File: config.mk
export PLATFORM = sky130hd
export DESIGN_NAME = a2d_rr_intf
export DESIGN_NICKNAME = d
export VERILOG_FILES = /design/src/rtl/a2d_rr_intf.sv
export SDC_FILE = /design/constraint.sdc
export NUM_CORES = 1
export LEC_CHECK = 0
export ABC_CLOCK_PERIOD_IN_PS = 2000
export CAP_MARGIN = 20
export CORE_AREA = 10 10 98 100
export DETAILED_ROUTE_END_ITERATION = 12
export DIE_AREA = 0 0 108 110
export HOLD_SLACK_MARGIN = 0.05
export PLACE_DENSITY = 0.72
export SLEW_MARGIN = 20
export SYNTH_ARGS = -nofsm -noshare
export SYNTH_HDL_FRONTEND = slang
export SYNTH_SLANG_ARGS = --single-unit
File: constraint.sdc
create_clock -name clk -period 2 [get_ports clk]
set_input_delay 0.2 -clock clk [delete_from_list [all_inputs] [get_ports clk]]
set_output_delay 0.2 -clock clk [all_outputs]
set_load 0.005 [all_outputs]
File: src/rtl/a2d_rr_intf.sv
// Round-robin ADC128S reader: each nxt runs a command word and a read word over a mode-3 SPI link.
// Define A2D_FILT_EN to add a 2-tap averaging filter on each result register.
module a2d_rr_intf #(
    parameter logic [2:0] CH_LFT  = 3'd0,
    parameter logic [2:0] CH_RGHT = 3'd4,
    parameter logic [2:0] CH_BATT = 3'd5
) (
    input  logic        clk,
    input  logic        rst_n,
    input  logic        nxt,
    output logic [11:0] lft_ld,
    output logic [11:0] rght_ld,
    output logic [11:0] batt,
    output logic        cnv_cmplt,
    output logic        busy,
    output logic        SS_n,
    output logic        SCLK,
    output logic        MOSI,
    input  logic        MISO
);

    typedef enum logic [2:0] {
        ST_IDLE,
        ST_CMD,
        ST_GAP,
        ST_READ,
        ST_DONE
    } state_t;

    typedef enum logic [1:0] {
        SP_IDLE,
        SP_FRONT,
        SP_XFER,
        SP_PORCH
    } spi_state_t;

    state_t      state_q;
    logic        gap_q;
    logic [1:0]  rr_q;
    logic        busy_q;
    logic        cmplt_q;

    spi_state_t  spi_st_q;
    logic [4:0]  div_q;
    logic [15:0] shreg_q;
    logic        miso_q;
    logic [4:0]  bit_cnt_q;
    logic        ss_n_q;

    logic [2:0]  ch_sel;
    logic [15:0] cmd_word;
    logic        spi_start;
    logic        spi_done;
    logic        wr_en;
    logic [11:0] sample;

    always_comb begin
        ch_sel = CH_BATT;
        case (rr_q)
            2'd0:    ch_sel = CH_LFT;
            2'd1:    ch_sel = CH_RGHT;
            default: ch_sel = CH_BATT;
        endcase
    end

    assign cmd_word  = {2'b00, ch_sel, 11'h000};
    assign spi_start = ((state_q == ST_IDLE) && nxt) || ((state_q == ST_GAP) && gap_q);
    assign spi_done  = (spi_st_q == SP_PORCH);
    assign wr_en     = (state_q == ST_DONE);
    assign sample    = shreg_q[11:0];

    // div parks at 10111 between words, so the start edge is already the first count.
    always_ff @(posedge clk or negedge rst_n) begin
        if (!rst_n) begin
            spi_st_q  <= SP_IDLE;
            div_q     <= 5'b10111;
            shreg_q   <= 16'h0000;
            miso_q    <= 1'b0;
            bit_cnt_q <= 5'd0;
            ss_n_q    <= 1'b1;
        end else begin
            case (spi_st_q)
                SP_IDLE: begin
                    if (spi_start) begin
                        ss_n_q    <= 1'b0;
                        div_q     <= 5'b11000;
                        shreg_q   <= cmd_word;
                        bit_cnt_q <= 5'd0;
                        spi_st_q  <= SP_FRONT;
                    end
                end
                SP_FRONT: begin
                    // First SCLK fall carries no shift: MOSI already holds the command MSB.
                    div_q <= div_q + 5'd1;
                    if (div_q == 5'b11111) begin
                        spi_st_q <= SP_XFER;
                    end
                end
                SP_XFER: begin
                    div_q <= div_q + 5'd1;
                    if (div_q == 5'b01111) begin
                        miso_q    <= MISO;
                        bit_cnt_q <= bit_cnt_q + 5'd1;
                    end
                    if (div_q == 5'b11111) begin
                        shreg_q <= {shreg_q[14:0], miso_q};
                        if (bit_cnt_q == 5'd16) begin
                            div_q    <= div_q;
                            spi_st_q <= SP_PORCH;
                        end
                    end
                end
                SP_PORCH: begin
                    ss_n_q   <= 1'b1;
                    div_q    <= 5'b10111;
                    spi_st_q <= SP_IDLE;
                end
            endcase
        end
    end

    always_ff @(posedge clk or negedge rst_n) begin
        if (!rst_n) begin
            state_q <= ST_IDLE;
            gap_q   <= 1'b0;
            rr_q    <= 2'd0;
            busy_q  <= 1'b0;
            cmplt_q <= 1'b0;
        end else begin
            cmplt_q <= 1'b0;
            case (state_q)
                ST_IDLE: begin
                    if (nxt) begin
                        busy_q  <= 1'b1;
                        state_q <= ST_CMD;
                    end
                end
                ST_CMD: begin
                    if (spi_done) begin
                        gap_q   <= 1'b0;
                        state_q <= ST_GAP;
                    end
                end
                ST_GAP: begin
                    gap_q <= 1'b1;
                    if (gap_q) begin
                        state_q <= ST_READ;
                    end
                end
                ST_READ: begin
                    if (spi_done) begin
                        state_q <= ST_DONE;
                    end
                end
                ST_DONE: begin
                    cmplt_q <= 1'b1;
                    busy_q  <= 1'b0;
                    rr_q    <= (rr_q == 2'd2) ? 2'd0 : rr_q + 2'd1;
                    state_q <= ST_IDLE;
                end
                default: begin
                    state_q <= ST_IDLE;
                    busy_q  <= 1'b0;
                end
            endcase
        end
    end

    genvar gi;
    generate
        for (gi = 0; gi < 3; gi++) begin : g_res
            logic [11:0] res_q;
            logic [11:0] res_d;
`ifdef A2D_FILT_EN
            logic        valid_q;

            // 13-bit sum keeps the carry; the shift truncates toward zero.
            assign res_d = valid_q ? 12'(({1'b0, res_q} + {1'b0, sample}) >> 1) : sample;

            always_ff @(posedge clk or negedge rst_n) begin
                if (!rst_n) begin
                    res_q   <= 12'h000;
                    valid_q <= 1'b0;
                end else if (wr_en && (rr_q == 2'(gi))) begin
                    res_q   <= res_d;
                    valid_q <= 1'b1;
                end
            end
`else
            assign res_d = sample;

            always_ff @(posedge clk or negedge rst_n) begin
                if (!rst_n) begin
                    res_q <= 12'h000;
                end else if (wr_en && (rr_q == 2'(gi))) begin
                    res_q <= res_d;
                end
            end
`endif
        end
    endgenerate

    assign lft_ld    = g_res[0].res_q;
    assign rght_ld   = g_res[1].res_q;
    assign batt      = g_res[2].res_q;
    assign cnv_cmplt = cmplt_q;
    assign busy      = busy_q;
    assign SS_n      = ss_n_q;
    assign SCLK      = div_q[4];
    assign MOSI      = shreg_q[15];

endmodule

==> results_dict.tcl <==
set metrics [dict create \
    postCtsSetupBuffers 0 \
    syn-num-nets 297 \
    cp_num_buf_inv 0 \
    fillers 652 \
    power_density_nw_per_um2 649 \
    status "finished, final reports clean" \
    wl_mm 6.64 \
    cts_sinks 74 \
    grt_usage_pct 11.8 \
    dpl_cell_area_um2 3950 \
    synthFlopType "dfrtp_1" \
    dr.pass1.iters 4 \
    drt_iter0_markers 95 \
    synth_area_leaders "dfrtp_1 (52%), mux2_2 (13%), ha_1 (4.1%), dfstp_2 (3.9%), nand4_1 (3.2%)" \
    cap_violations 0 \
    end_kind "flop" \
    crit_arrival_ps 2150 \
    critPathTopFamily "simple AND/OR/NAND/NOR gates" \
    synth_area_um2 3350 \
    drc 0 \
    grt_pass1_wl_mm 11.2 \
    syn_area_per_cell_um2 11.9 \
    synth_enable_flop_cells 0 \
    period_needed_ps 1920 \
    yosysWarnings 0 \
    startpoint_type "flop" \
    yosys-top-cells-count "dfrtp_1 (69), mux2_2 (39), inv_1 (22), nand2_1 (20), o21ai_0 (19)" \
    clk_pin_slew_ps 80 \
    worstMarginPinSlew_ps 672 \
    syn_to_final_growth_pct 24.7 \
    cts_tree "built" \
    timing.final.crit_share_pct 96.1 \
    htree_levels 3 \
    cp_max_fo 5 \
    dp.final_hpwl_mm 4.68 \
    synth_top_area_share_pct 51.6 \
    num_rows 32 \
    hold_violations 0 \
    vias_per_cell 5.10 \
    portBuffers 44 \
    power_uw 2710 \
    ys_types 45 \
    fmax_ghz 0.520 \
    fp.dieH_um 110 \
    ant_nets 0 \
    yosysMostFrequentCell "dfrtp_1" \
    dieArea_um2 11900 \
    initial_utilization_pct 43.8 \
    final-max-slew-violation-count 0 \
    rsz0062_at_grt "no" \
    ir_drop_mv 0.278 \
    crit_path_max_incr_delay_ps 570 \
    fin_nets 353 \
    yosysSeqAreaShare_pct 55.5 \
    cts_buffer_depth 2 \
    worst_skew_pair.late_latency_ps 350 \
    cts_buffers 9 \
    fin_worst_skew_ps 8.28 \
    gp_congestion 0.793 \
    grt_pass1_vias 2294 \
    wl_per_cell_um 14.9 \
    die_w_um 108 \
    core_um2 7650 \
    layout-drive-gt1-share_pct 25.9 \
    hold_path.class "in2async" \
    via_count 2268 \
    critical_path_class "reg2reg" \
    root_buffer "clkbuf_8" \
    ys_ff_latch 74 \
    antenna_found_initial 0 \
    antenna_cells 0 \
    setup_violations 0 \
    yosysTopAreaCell "dfrtp_1" \
    crit_chain "ha_2, and3_4, ha_1, nand2_2, or2_4, a31oi_1, o211ai_1" \
    syn-instance-count 282 \
    async_reset_ff_share_pct 100 \
    grt_overflow 0 \
    design_area_um2 4180 \
    cp.required_ps 2230 \
    grt_max_degree 32 \
    io_pins 45 \
    whs_ps 420 \
    tns_ps 0 \
    cp_slowest_cell "dfstp_2" \
    maxSlewHeadroom_pct 55.2 \
    power_leakage_uw 0.00195 \
]
## routing by layer
metal / global-route usage, % / share of wire (%)
met4: 5.63 / 1.7
met2: 19.6 / 49
met1: 13.8 / 44
met3: 3.37 / 5.7
met5: 0 / 0
## cells by family (layout without fill, tap and decap cells)
| group | Yosys count | count (layout) | share of synthesized area [%] |
|---|---|---|---|
| adder cells (fa/ha/maj) | 11 | 11 | 4.11 |
| buffers and inverters | 38 | 99 | 5.27 |
| AO/OA/AOI/OAI | 46 | 46 | 9.45 |
| XOR/XNOR | 1 | 1 | 0.262 |
| AND/OR/NAND/NOR | 68 | 68 | 10.6 |
| flip-flops | 74 | 74 | 55.5 |
| multiplexers | 44 | 44 | 14.8 |
## final cells by class
cell class / count / area (µm²) / share of cell area, %
Tap cell: 102 / 128 / 3.06
Inverter: 23 / 86.3 / 2.07
Clock buffer: 10 / 138 / 3.30
Clock inverter: 6 / 66.3 / 1.59
Multi-Input combinational cell: 170 / 1330 / 31.8
Timing Repair Buffer: 60 / 571 / 13.7
Sequential cell: 74 / 1860 / 44.5
## metrics by stage
stage	utilization [%]	setup slack (ps)	std cells
3_3_place_gp	51.6	51.0	428
2_1_floorplan	-	43.9	282
5_1_grt	54.6	4.82	445
6_report	54.6	78.7	445
4_1_cts	54.5	25.0	445
3_5_place_dp	51.6	4.04	428
## worst register-to-register path, cell delays in order, from the launching register on
cell and delay (ps):
dfstp_2 570, ha_2 200, and3_4 190, ha_1 190
nand2_2 100, or2_4 280, a31oi_1 160, o211ai_1 100
## timing repair
action,in CTS,in global routing
setup endpoints to repair,1,5
hold endpoints to repair,28,0
hold buffers,1,0
resized for setup,1,4
## state kept, by name, indices dropped and copies added, names as in the netlist
| name | count |
|---|---|
| miso_q | 1 |
| bit_cnt_q | 5 |
| shreg_q | 16 |
| div_q | 5 |
| batt | 12 |
| state_q | 3 |
| busy | 1 |
| gap_q | 1 |
| cnv_cmplt | 1 |
| lft_ld | 12 |
| spi_st_q | 2 |
| SS_n | 1 |
| rght_ld | 12 |
| rr_q | 2 |
## layout by cell type, fill, tap and decap left out, types with 2 or more instances in the layout
master,n
and3_1,3
inv_1,22
mux2_2,39
nor3b_1,3
clkbuf_8,10
o31ai_1,2
buf_4,14
nand2_1,19
nor2_1,14
mux2_1,2
nand4_1,17
o21ai_0,19
a221o_1,3
a21oi_1,7
clkdlybuf4s50_1,43
dfstp_2,5
mux2i_1,2
o21ai_1,2
ha_1,9
a31oi_1,2
ha_2,2
clkinvlp_4,3
o211ai_1,2
dfrtp_1,69
nand2_2,2
## power breakdown
part / leakage, µW / total (µW) / internal [µW] / switching [µW]
Clock: 0.0000945 / 1170 / 609 / 561
Combinational: 0.000855 / 45.0 / 13.3 / 31.7
Sequential: 0.000999 / 1500 / 1500 / 0.612
## path summary, 6_finish.rpt
| path | startpoint | to | slack (ps) | cells after the start |
|---|---|---|---|---|
| min in group clk | MISO | miso_q | 460 | 2 |
| max in group asynchronous | rst_n | cnv_cmplt | 920 | 3 |
| setup / recovery | div_q[0] | div_q[3] | 80 | 7 |
| hold reg to reg | SS_n | SS_n | 500 | 2 |
| hold / removal | rst_n | lft_ld[6] | 420 | 2 |
| setup reg to reg | div_q[0] | div_q[3] | 80 | 7 |
No activity file was read; power rests on OpenSTA's default activity.
